### config.mk
export PLATFORM = sky130hd
export DESIGN_NAME = uart_rx
export DESIGN_NICKNAME = d
export VERILOG_FILES = /design/src/rtl/uart_rx.sv
export SDC_FILE = /design/constraint.sdc
export NUM_CORES = 1
export LEC_CHECK = 0
export BUFFER_PORTS_ARGS = -buffer_cell sky130_fd_sc_hd__buf_2
export CELL_PAD_IN_SITES_DETAIL_PLACEMENT = 1
export CELL_PAD_IN_SITES_GLOBAL_PLACEMENT = 2
export CORE_MARGIN = 3
export CORE_UTILIZATION = 36
export CTS_CLUSTER_DIAMETER = 100
export DETAILED_ROUTE_END_ITERATION = 12
export PLACE_DENSITY_LB_ADDON = 0.3
export SYNTH_ARGS = -nofsm -noshare
export SYNTH_HDL_FRONTEND = slang
export SYNTH_SLANG_ARGS = --single-unit
### constraint.sdc
create_clock -name clk -period 1.9 [get_ports clk]
set_input_delay 0.19 -clock clk [delete_from_list [all_inputs] [get_ports clk]]
set_output_delay 0.19 -clock clk [all_outputs]
set_load 0.005 [all_outputs]
### src/rtl/uart_rx.sv
// 8N1 UART receiver driven by an external OVERSAMPLE x baud sample tick.
// Define UART_RX_PARITY_EN to add an even-parity bit between data and stop.
module uart_rx #(
  parameter int DATA_BITS  = 8,
  parameter int OVERSAMPLE = 16
) (
  input  logic                 clk,
  input  logic                 rst,
  input  logic                 rx,
  input  logic                 sample_tick,
  output logic [DATA_BITS-1:0] rx_data,
  output logic                 rx_valid,
  output logic                 frame_err,
  output logic                 parity_err,
  output logic                 rx_busy
);

  localparam int TW = $clog2(OVERSAMPLE);
  localparam int BW = $clog2(DATA_BITS + 1);
  localparam logic [TW-1:0] T_LAST = TW'(OVERSAMPLE - 1);
  localparam logic [TW-1:0] T_MID  = TW'(OVERSAMPLE / 2 - 1);
  localparam logic [BW-1:0] B_LAST = BW'(DATA_BITS - 1);

  typedef enum logic [2:0] {
    IDLE, START, DATA, PARITY, STOP, BRK_WAIT
  } state_e;

  state_e state_q, state_d;
  logic [TW-1:0] tick_q, tick_d;
  logic [BW-1:0] bit_q, bit_d;
  logic [DATA_BITS-1:0] shift_q, shift_d;
  logic [DATA_BITS-1:0] data_q, data_d;
  logic valid_q, valid_d;
  logic ferr_q, ferr_d;
  logic meta_q, rx_s_q;
  logic wrap;
`ifdef UART_RX_PARITY_EN
  logic perr_q, perr_d;
  logic pflag_q, pflag_d;
`endif

  assign wrap = (tick_q == T_LAST);

  always_comb begin
    state_d = state_q;
    tick_d  = tick_q;
    bit_d   = bit_q;
    shift_d = shift_q;
    data_d  = data_q;
    valid_d = 1'b0;
    ferr_d  = 1'b0;
`ifdef UART_RX_PARITY_EN
    perr_d  = 1'b0;
    pflag_d = pflag_q;
`endif
    if (sample_tick) begin
      tick_d = tick_q + 1'b1;
      unique case (state_q)
        IDLE: begin
          tick_d = '0;
          if (!rx_s_q) state_d = START;
        end
        START: begin
          if (tick_q == T_MID) begin
            tick_d  = '0;
            bit_d   = '0;
            state_d = rx_s_q ? IDLE : DATA;
          end
        end
        DATA: begin
          if (wrap) begin
            tick_d  = '0;
            shift_d = {rx_s_q, shift_q[DATA_BITS-1:1]};
            bit_d   = bit_q + 1'b1;
            if (bit_q == B_LAST) begin
`ifdef UART_RX_PARITY_EN
              state_d = PARITY;
`else
              state_d = STOP;
`endif
            end
          end
        end
`ifdef UART_RX_PARITY_EN
        PARITY: begin
          if (wrap) begin
            tick_d  = '0;
            pflag_d = ^{rx_s_q, shift_q};
            state_d = STOP;
          end
        end
`endif
        STOP: begin
          if (wrap) begin
            tick_d = '0;
            if (rx_s_q) begin
              state_d = IDLE;
`ifdef UART_RX_PARITY_EN
              perr_d  = pflag_q;
              valid_d = !pflag_q;
              if (!pflag_q) data_d = shift_q;
`else
              valid_d = 1'b1;
              data_d  = shift_q;
`endif
            end else begin
              state_d = BRK_WAIT;
              ferr_d  = 1'b1;
`ifdef UART_RX_PARITY_EN
              perr_d  = pflag_q;
`endif
            end
          end
        end
        // Hold off re-arming while the line is held low (break).
        BRK_WAIT: begin
          tick_d = '0;
          if (rx_s_q) state_d = IDLE;
        end
        default: begin
          tick_d  = '0;
          state_d = IDLE;
        end
      endcase
    end
  end

  always_ff @(posedge clk) begin
    if (rst) begin
      state_q <= IDLE;
      tick_q  <= '0;
      bit_q   <= '0;
      shift_q <= '0;
      data_q  <= '0;
      valid_q <= 1'b0;
      ferr_q  <= 1'b0;
      meta_q  <= 1'b1;
      rx_s_q  <= 1'b1;
`ifdef UART_RX_PARITY_EN
      perr_q  <= 1'b0;
      pflag_q <= 1'b0;
`endif
    end else begin
      state_q <= state_d;
      tick_q  <= tick_d;
      bit_q   <= bit_d;
      shift_q <= shift_d;
      data_q  <= data_d;
      valid_q <= valid_d;
      ferr_q  <= ferr_d;
      meta_q  <= rx;
      rx_s_q  <= meta_q;
`ifdef UART_RX_PARITY_EN
      perr_q  <= perr_d;
      pflag_q <= pflag_d;
`endif
    end
  end

  assign rx_data   = data_q;
  assign rx_valid  = valid_q;
  assign frame_err = ferr_q;
  assign rx_busy   = (state_q != IDLE);
`ifdef UART_RX_PARITY_EN
  assign parity_err = perr_q;
`else
  assign parity_err = 1'b0;
`endif

endmodule

### Word level (Yosys, flattened, before mapping)

Cells that the tools add are included.

| word-level totals | value |
|---|---|
| bits in registers | 31 |
| output and inout port bits | 12 |
| word-level logic and storage cells | 53 |

| operators by class | value |
|---|---|
| add/subtract/negate cells | 2 |
| eq/ne operators | 13 |
| multiplexer cells | 17 |
| bitwise gates (word level) | 3 |
| reduce and logical (&&, ||, !) cells | 9 |

Operators with widths:

| cell | number |
|---|---|
| $mux W3 | 7 |
| $mux W4 | 4 |
| $pmux W4 S2 | 2 |
| $pmux W3 S5 | 1 |
| $ne A2 B2 Y1 const B | 6 |
| $add A4 B1 Y4 const B | 2 |
| $eq A4 B3 Y1 const B | 2 |
| $reduce_and A4 Y1 | 2 |
| $reduce_and A7 Y1 | 1 |
| $eq A3 B3 Y1 const B | 2 |
| $eq A4 B4 Y1 const B | 1 |
| $reduce_or A4 Y1 | 1 |
| $eq A3 B1 Y1 const B | 1 |
| $eq A3 B2 Y1 const B | 1 |
| $logic_not A3 Y1 | 1 |
| $not A1 Y1 | 3 |
| $reduce_and A3 Y1 | 1 |
| $reduce_bool A3 Y1 | 1 |
| $mux W1 | 2 |
| $mux W2 | 1 |
| $reduce_bool A2 Y1 | 1 |
| $reduce_or A2 Y1 | 1 |

### Logic depth before layout (Yosys ltp)

Gate-level depths: netlist of run 1.

| depth | value |
|---|---|
| depth after elaboration | 4 |
| depth in mapped cells | 6 |
| mapped depth without buffers | 5 |

### Worst setup path after synthesis of run 1

Ideal clock, no wire load.

| path | value |
|---|---|
| path kind | register to register |
| from | register tick_q[0] |
| to | register data_q[0], in the netlist rx_data[0] |
| library setup time | 0.126 ns |
| arrival time | 1.341 ns |
| setup slack | 0.434 ns |
| stages on the path, launching flop included | 7 |
| path buffers | 1 |
| cells stage by stage | dfxtp_1 ha_1 and4_2 nand4_1 buf_2 mux2i_1 nor2_1 |

| on the way | value |
|---|---|
| longest elaborated chain between the ends | 2 |

RTL lines:

| what | line | text |
|---|---|---|
| start: declaration | 29 | `logic [TW-1:0] tick_q, tick_d;` |
| start signal: assignment | 145 | `tick_q <= tick_d;` |
| $eq A4 B4 Y1 | 42 | `assign wrap = (tick_q == T_LAST);` |
| $reduce_and A4 Y1 (no source line) | n/a |  |
| end signal: assignment | 148 | `data_q <= data_d;` |
| end: declaration | 32 | `logic [DATA_BITS-1:0] data_q, data_d;` |

Every way passes these cells.
A chain may end at the register's enable or synchronous reset.

### Worst setup path in the final report of run 1

| path | value |
|---|---|
| from | register state_q[0] |
| to | register bit_q[2] |

| on the way | value |
|---|---|
| longest elaborated chain between the ends | 3 |
| elaborated cells between the ends (all ways) | 7 |
| classes of those cells | 4 x eq/ne; 1 x mux; 2 x reduce/logical |

RTL lines:

| what | line | text |
|---|---|---|
| start: declaration | 28 | `state_e state_q, state_d;` |
| start signal: assignment | 144 | `state_q <= state_d;` |
| $eq A3 B1 Y1 / $eq A3 B2 Y1 (equally long branches) | 58 | `unique case (state_q)` |
| $ne A2 B2 Y1 (no source line) / $reduce_bool A2 Y1 (equally long branches) | n/a |  |
| $reduce_and A4 Y1 (no source line) | n/a |  |
| end signal: assignment | 146 | `bit_q <= bit_d;` |
| end: declaration | 30 | `logic [BW-1:0] bit_q, bit_d;` |

Several ways; a longest one is shown, not always the timed one.

==> results.md, run 1 <==
* Outcome: complete, no violations
* Clk buf depth at 2
* Clk pin slew, worst setup/hold paths at 0.07 ns
* CTS buffer count at 5
* Critical Path RT at 2.03 ns
* Crit Path Category: flop to flop
* Non-Filler Cell Area, Final at 0.00159 mm²
* I/O Pins at 16
* Place WS at approximately 0.21 ns
* Slowest-stage cell, CP: dfxtp_1
* Distinct cell type count after synthesis at 43
* Crit. End Element: flop
* Layout cells sized above 1 at between 20 and 25%
* Fillers at 456
* Flop2flop setup slack at 0.21 ns
* # H-tree levels at 2
* Core Footprint at about 0.0038 mm²
* Prevailing post-synth register cell: dfxtp_1
* Area grow syn2layout at 8.29%
* RSZ-0062 raised after global routing: no
* Flop and latch count out of synthesis at 31
* Clk_lat worst skew at 0.27 ns
* CP Cell Sequence: or3b_1, a211o_1, o21ai_1, a21oi_1
* Family with the most delay on the worst path: compound AO/OA/AOI/OAI gates
* Routed WL at 2.88 mm
* Syn Area/Cell at 9.69 µm²
* Total Routing Usage GR at 13.2%
* Critical path startpoint: state_q[0]
* Count of warnings emitted by yosys at 0
* Met3 WL post-DR at around 80 µm
* Tcrit/Tclk final at 89.2%
* Lkg Pwr at 0.000693 µW
* Slowest Stage Delay on Critical Path at 0.53 ns
* Max transition margin at 62.6%
* RR Startpoint: state_q[0]
* Max Clk Rate at between 500 and 600 MHz
* Post-synth EDFFs at 0
* Rows at 22
* DRT iter0 DRCs at 65
* Setup ws final at 0.206 ns
* Area post-placement at 0.00150 mm²
* Vias in the first global route at 1099
* Drt first pass iters at 4
* Via-to-Cell Ratio at 5.17
* Maxcap violations at 0
* Wire per inst at between 10 and 15 µm
* Initial Util at 38.5%
* CP max FO at 12
* Worst Skew at 0.00704 ns
* CP Launch Type: flop
* Cts repair resizes at 0
* Met2 WL post-DR at 1.36 mm
* Commonest non-fill, non-tap cell in the layout: dfxtp_1
* Postcts setup bufs at 0
* Final Hold Vio Count at 0
* CTS tree: done
* IO Port Bufs at 14
* Antenna violations before repair at 0
* Die W at 69.8 µm
* M1 wire length at 1.41 mm
* Clock sink total at 31
* Ant. Diodes at 0
* Least-Margin Pin Slew at 0.561 ns
* Final nets at 169
* Cells after Synth at around 150
* GRT Residual Overflow at 0
* Largest net degree at the start of global routing at 34
* PD cells at 755 mW/mm²
* # hold bufs at CTS at 0
* Antenna Nets Post-Route at 0
* Worst VDD drop at 392 µV
* Final setup violation count at 0
* Clock root buffer: clkbuf_8
* Seq/Total Area, Yosys at 42.4%
* Syn_nets at 157
* Most frequent cells in the layout: dfxtp_1, nor2_1, mux2i_1, buf_2, a21oi_1
* Wire length of the first global-routing pass at 5.20 mm
* Total number of vias at 1090
* Highest routed layer: met4
* Remaining DRCs at 0
* Pins Over Slew Limit at 0
* Setup TNS at 0 ns
* Die Y at 69.8 µm
* Clock period minus worst slack at 1.69 ns
* Hold WC Path Type: primary input to flop
* GPL Wtd Cong at 0.830
* Die area at 0.00487 mm²
* Asr flop ratio synth at 0%
* Mapped Area at between 0.001 and 0.0015 mm²
* CP Buf/Inv Count at 0
* DP HPWL at 2.11 mm
* HP Start: rx
* Critical Path AT at 1.82 ns
[per-stage QoR]
| stage | hold WS, ns | total power (µW) | util (%) | instances |
|---|---|---|---|---|
| 3_3_place_gp | 0.374 | 704 | 39.4 | 204 |
| 3_5_place_dp | 0.379 | 706 | 39.4 | 204 |
| 5_1_grt | 0.100 | 1260 | 41.7 | 211 |
| 6_report | 0.102 | 1200 | 41.7 | 211 |
| 4_1_cts | 0.0904 | 1220 | 41.7 | 211 |
| 2_1_floorplan | 0.294 | 702 | - | 151 |
[cell usage after synthesis, types with 2 or more instances]
master | count | share of area, %
a21oi_1 | 7 | 2.4
a31oi_1 | 3 | 1.3
buf_4 | 3 | 1.5
buf_6 | 3 | 2.3
clkbuf_8 | 3 | 2.8
dfxtp_1 | 31 | 42
ha_1 | 2 | 1.7
mux2i_1 | 18 | 12
nand2_1 | 5 | 1.3
nand2b_1 | 3 | 1.3
nand3_1 | 4 | 1.4
nand3b_1 | 5 | 2.6
nand4_1 | 3 | 1.3
nor2_1 | 25 | 6.4
nor3_1 | 3 | 1.0
nor3b_1 | 2 | 1.0
o21ai_0 | 2 | 0.68
or2_2 | 2 | 0.85
or3b_1 | 2 | 1.2
xor2_1 | 2 | 1.2
[state kept, by name, summed over array words and instances, names as in the netlist]
name	flops
rx_data	8
shift_q	8
bit_q	4
tick_q	4
state_q	3
frame_err	1
meta_q	1
rx_s_q	1
rx_valid	1
[report_power, final]
part	internal (µW)	total, µW	switching, µW
sequential	653	656	3.00
combinational	10.7	34.9	24.2
clock	284	506	222
total	947	1200	250
[metal layers]
layer | vias up | global-route usage (%)
met3 | 4 | 3.04
met1 | 528 | 17.7
met5 | - | 0
met4 | 0 | 5.74
li1 | 546 | -
met2 | 12 | 20.0
[area by class of cell]
cell class / instances / area [µm²] / share of cell area [%]
Multi-Input combinational cell: 107 / 721 / 45.5
Sequential cell: 31 / 621 / 39.1
Timing Repair Buffer: 17 / 92.6 / 5.84
Clock buffer: 6 / 82.6 / 5.21
Tap cell: 48 / 60.1 / 3.79
Clock inverter: 1 / 5.00 / 0.316
Inverter: 1 / 3.75 / 0.237
[cells by family (layout without fill, tap and decap cells)]
logic type | Yosys count | in the layout | synth area share (%)
and+or+nand+nor | 65 | 65 | 25.5
DFF | 31 | 31 | 42.4
muxes | 19 | 19 | 13.1
AOI/OAI and AO/OA | 18 | 18 | 7.52
buffers and inverters | 13 | 25 | 8.37
adders and majority gates | 2 | 2 | 1.71
xor gates and xnor gates | 2 | 2 | 1.20
other | 1 | 1 | 0.256
[worst register-to-register path: stages (launching register included)]
cell	delay, ns
dfxtp_1	0.53
or3b_1	0.40
a211o_1	0.38
o21ai_1	0.16
a21oi_1	0.08
[worst paths after layout]
check	end	depth (start not counted)
worst min register to register	rx_s_q	1
worst max-delay path	bit_q[2]	4
worst min-delay path	meta_q	2
worst max register to register	bit_q[2]	4
(Power assumes the default switching activity.)
==> run 2: changes to the inputs <==
--- a/config.mk
+++ b/config.mk
@@ -5,9 +5,10 @@
 export SDC_FILE = /design/constraint.sdc
 export NUM_CORES = 1
 export LEC_CHECK = 0
-export BUFFER_PORTS_ARGS = -buffer_cell sky130_fd_sc_hd__buf_2
+export BUFFER_PORTS_ARGS = -buffer_cell sky130_fd_sc_hd__buf_4
 export CELL_PAD_IN_SITES_DETAIL_PLACEMENT = 1
 export CELL_PAD_IN_SITES_GLOBAL_PLACEMENT = 2
+export CORE_ASPECT_RATIO = 1.1
 export CORE_MARGIN = 3
 export CORE_UTILIZATION = 36
 export CTS_CLUSTER_DIAMETER = 100
==> results.md, run 2 (synthesized netlist as in run 1, its figures left out) <==
* Initial Util at 38.8% (+0.29 points)
* # H-tree levels at 2 (unchanged)
* Clk buf depth at 2 (unchanged)
* IO Port Bufs at 14 (unchanged)
* CTS tree: done
* Place WS at 0.207 ns (-0.000261 ns)
* Clock sink total at 31 (unchanged)
* Commonest non-fill, non-tap cell in the layout: dfxtp_1
* Non-Filler Cell Area, Final at 0.00165 mm² (+4.3%)
* CP max FO at 12 (unchanged)
* Lkg Pwr at 0.000708 µW (+2.2%)
* Clock root buffer: clkbuf_8
* Final nets at 169 (unchanged)
* Via-to-Cell Ratio at 5.15 (-0.32%)
* Final Hold Vio Count at 0 (unchanged)
* Area post-placement at 0.00154 mm² (+2.5%)
* CP Launch Type: flop
* I/O Pins at 16 (unchanged)
* Die Y at 72.9 µm (+4.5%)
* Worst VDD drop at 530 µV (+35%)
* Die area at 0.00487 mm² (about the same)
* Worst Skew at 0.00215 ns (-0.00489 ns)
* PD cells at 823 mW/mm² (+9.1%)
* Total number of vias at 1102 (+1.1%)
* Clk_lat worst skew at 0.28 ns (about the same)
* Antenna violations before repair at 0 (unchanged)
* RSZ-0062 raised after global routing: no
* Die W at 66.8 µm (-4.3%)
* Cts repair resizes at 0 (unchanged)
* Antenna Nets Post-Route at 0 (unchanged)
* Fillers at 451 (-1.1%)
* Area grow syn2layout at 12.9%
* Most frequent cells in the layout: dfxtp_1, nor2_1, mux2i_1, buf_4, a21oi_1
* Critical Path AT at 1.84 ns (+0.02 ns)
* GRT Residual Overflow at 0 (unchanged)
* Remaining DRCs at 0 (unchanged)
* Core Footprint at 0.00377 mm² (-0.76%)
* Comb pwr share at 2.7% (-0.2 points)
* Postcts setup bufs at 0 (unchanged)
* Sw power at 271 µW (+8.8%)
* Clock share of power at 49.2% (+6.9 points)
* GPL Wtd Cong at 0.772 (-7.0%)
* Seq pwr share at 48.2% (-6.6 points)
* Rows at 23 (+4.5%)
* Total Routing Usage GR at 15.0% (+1.8 points)
* Layout cells sized above 1 at 20.7% (+0.49 points)
* Finished Layout Cells at 214 (+1.4%)
* Ant. Diodes at 0 (unchanged)
* Crit Path Category: flop to flop
* Setup ws final at 0.219 ns (+0.0128 ns)
* Routed WL at 3.11 mm (+7.9%)
* CTS buffer count at 5 (unchanged)
* Hold WC Path Type: primary input to flop
* Clock period minus worst slack at 1.68 ns (-0.0128 ns)
* Critical Path RT at 2.06 ns (+0.03 ns)
* Max Clk Rate at 595 MHz (+0.76%)
* DRT iter0 DRCs at 39 (-40%)
* Vias in the first global route at 1167 (+6.2%)
* Pins Over Slew Limit at 0 (unchanged)
* Crit. End Element: flop
* Outcome: complete, no violations
* Maxcap violations at 0 (unchanged)
* Wire length of the first global-routing pass at 5.53 mm (+6.5%)
* Tcrit/Tclk final at 88.5% (-0.67 points)
* Largest net degree at the start of global routing at 34 (unchanged)
* DP HPWL at 2.23 mm (+5.5%)
* # hold bufs at CTS at 0 (unchanged)
* Pint at 1090 µW (+15%)
* Final setup violation count at 0 (unchanged)
* Drt first pass iters at 4 (unchanged)
* Clk pin slew, worst setup/hold paths at 0.07 ns (about the same)
* Wire per inst at 14.5 µm (+6.4%)
* Setup TNS at 0 ns (unchanged)
* Placed instance count at 206 (+0.98%)
* Switch share at 19.9% (-0.91 points)
run 2: power groups by stage:
stage               Clock (µW)  Sequential, µW  Combinational, µW
floorplan                    0             668               33.2
global placement             0             670               36.0
detailed placement           0             670               36.6
CTS                        685             655               37.0
global route               717             656               41.1
finish                     669             656               36.2
run 2: final cells by class:
cell class / instances / area [µm²] / area share (%)
clock buffers: 6 / 82.6 / 5.00
clock inverters: 2 / 35.0 / 2.12
inverters: 1 / 3.75 / 0.227
multi-input cells: 107 / 721 / 43.6
flip-flops and latches: 31 / 621 / 37.5
well taps: 50 / 62.6 / 3.79
repair buffers: 17 / 128 / 7.72
run 2: worst paths after layout:
kind	cells past startpoint	start	slack [ns]	end
setup / recovery	4	state_q[0]	0.22	bit_q[3]
setup reg to reg	4	state_q[0]	0.22	bit_q[3]
hold / removal	2	rx	0.1	meta_q
hold reg to reg	1	meta_q	0.41	rx_s_q
run 2: per-layer routing:
metal / wire length (µm) / global-route usage, %
met1: 1380 / 17.5
met2: 1550 / 24.4
met3: 100 / 4.47
met4: 78 / 8.13
met5: 0 / 0
run 2: through the flow:
stage               hold slack, ns  total power, µW  utilization [%]
floorplan                    0.294              702                -
global placement             0.377              706             40.7
detailed placement           0.390              707             40.7
CTS                         0.0971             1380             43.8
global route                0.0989             1410             43.8
finish                      0.0990             1360             43.8
run 2: worst max-delay path, stage by stage, from the launching register on:
cell and delay, ns:
dfxtp_1 0.55, or3b_1 0.39, a211o_1 0.38, nor3b_2 0.20, nor3_2 0.05
==> run 3: changes to the inputs <==
--- a/config.mk
+++ b/config.mk
@@ -8,7 +8,6 @@
 export BUFFER_PORTS_ARGS = -buffer_cell sky130_fd_sc_hd__buf_4
 export CELL_PAD_IN_SITES_DETAIL_PLACEMENT = 1
 export CELL_PAD_IN_SITES_GLOBAL_PLACEMENT = 2
-export CORE_ASPECT_RATIO = 1.1
 export CORE_MARGIN = 3
 export CORE_UTILIZATION = 36
 export CTS_CLUSTER_DIAMETER = 100
==> results.md, run 3 (synthesized netlist as in run 1, its figures left out) <==
* Worst VDD drop at 435 µV (-18%)
* Initial Util at 38.5% (-0.29 points)
* Final core utilization at 42.7% (-1.2 points)
* Cts repair resizes at 0 (unchanged)
* Total Routing Usage GR at 13.3% (-1.7 points)
* Pins Over Slew Limit at 0 (unchanged)
* Hold WC Path Type: primary input to flop
* Rows at 22 (-4.3%)
* Met2 WL post-DR at 1.42 mm (-8.8%)
* Routed WL at 3.03 mm (-2.8%)
* Setup ws final at 0.185 ns (-0.0339 ns)
* Postcts setup bufs at 0 (unchanged)
* Clock root buffer: clkbuf_8
* Critical Path RT at 2.05 ns (about the same)
* Final nets at 170 (+0.59%)
* Hold Path Depth at 2 (unchanged)
* Outcome: complete, no violations
* Met3 WL post-DR at 125 µm (+25%)
* Finished Layout Cells at 213 (-0.47%)
* Clk_lat worst skew at 0.28 ns (about the same)
* PD cells at 733 mW/mm² (-11%)
* Area grow syn2layout at 10.8%
* Antenna Nets Post-Route at 0 (unchanged)
* CTS buffer count at 5 (unchanged)
* Via-to-Cell Ratio at 5.23 (+1.5%)
* Highest routed layer: met4
* Largest net degree at the start of global routing at 34 (unchanged)
* Die W at 69.8 µm (+4.4%)
* Clk pin slew, worst setup/hold paths at 0.06 ns (about the same)
* Max Clk Rate at 583 MHz (-2.0%)
* Crit Path Category: flop to flop
* GPL Wtd Cong at 0.811 (+5.1%)
* Crit. End Element: flop
* Ant. Diodes at 0 (unchanged)
* DRT iter0 DRCs at 76 (+95%)
* Wire length of the first global-routing pass at 5.26 mm (-4.9%)
* Flop2flop setup slack at 0.18 ns (-0.03 ns)
* Clk buf depth at 2 (unchanged)
* Path depth of the worst reg2reg path at 5 (+1)
* Placed instance count at 205 (-0.49%)
* Clock period minus worst slack at 1.72 ns (+0.0339 ns)
* Remaining DRCs at 0 (unchanged)
* CP Cell Sequence: ha_1, nand4_1, nor2_8, mux2i_1, nor2_1
* Total number of vias at 1113 (+1.0%)
* M1 wire length at 1.45 mm (+4.6%)
* Vias in the first global route at 1070 (-8.3%)
* # H-tree levels at 2 (unchanged)
* Setup TNS at 0 ns (unchanged)
* I/O Pins at 16 (unchanged)
* Slowest Stage Delay on Critical Path at 0.37 ns (-0.18 ns)
* Die Y at 69.8 µm (-4.3%)
* Tcrit/Tclk final at 90.3% (+1.8 points)
* Commonest non-fill, non-tap cell in the layout: dfxtp_1
* Final Hold Vio Count at 0 (unchanged)
* Lkg Pwr at 0.000695 µW (-1.9%)
* CP max FO at 10 (-2)
* Maxcap violations at 0 (unchanged)
* # hold bufs at CTS at 0 (unchanged)
* Final setup violation count at 0 (unchanged)
* GRT Residual Overflow at 0 (unchanged)
* Most frequent cells in the layout: dfxtp_1, nor2_1, mux2i_1, buf_4, a21oi_1
* Drt first pass iters at 4 (unchanged)
* Clock sink total at 31 (unchanged)
* Layout cells sized above 1 at 20.0% (-0.73 points)
* Slowest-stage cell, CP: dfxtp_1
* CTS tree: done
* IO Port Bufs at 14 (unchanged)
* Antenna violations before repair at 0 (unchanged)
* Critical Path AT at 1.87 ns (+0.03 ns)
* Wire per inst at 14.2 µm (-2.3%)
* Core Footprint at 0.00380 mm² (+0.76%)
* Place WS at 0.196 ns (-0.0112 ns)
* CP Launch Type: flop
* RSZ-0062 raised after global routing: no
* DP HPWL at 2.14 mm (-4.2%)
* Die area at 0.00487 mm² (about the same)
* Worst Skew at 0.00739 ns (+0.00524 ns)
-- run 3: layout make-up --
class	count	area, µm²
inverter	1	3.75
tap	48	60.1
sequential	31	621
multi-input combinational	107	721
fill	456	2180
clock buffer	7	76.3
timing repair buffer	18	135
clock inverter	1	5.00
-- run 3: routing by layer --
layer  GRT usage, %  vias to the layer above
li1               -                      548
met1           18.1                      537
met2           20.5                       24
met3           3.48                        4
met4           4.47                        0
met5              0                        -
-- run 3: metrics by stage --
stage          area, µm²  power (µW)  hold WS [ns]
3_3_place_gp        1540         708         0.374
5_1_grt             1620        1240        0.0887
3_5_place_dp        1540         709         0.378
4_1_cts             1620        1210        0.0845
6_report            1620        1190        0.0956
2_1_floorplan       1460         702         0.294
-- run 3: where the power goes --
part	internal, µW	switching (µW)	total [µW]	leakage (µW)
clock network	257	238	494	0.0000422
logic	13.5	25.7	39.2	0.000402
registers	653	1.85	655	0.000250
total	923	265	1190	0.000695
-- run 3: worst paths after layout --
| kind | start | endpoint |
|---|---|---|
| max | tick_q[0] | shift_q[2] |
| min | rx | meta_q |
| max reg2reg | tick_q[0] | shift_q[2] |
| min reg2reg | meta_q | rx_s_q |
-- run 3: critical path, delay by kind of cell, from the launching register on --
family	cells	cell delay [ns]
muxes	1	0.24
DFF	1	0.37
and+or+nand+nor	3	0.67
adders and majority gates	1	0.30
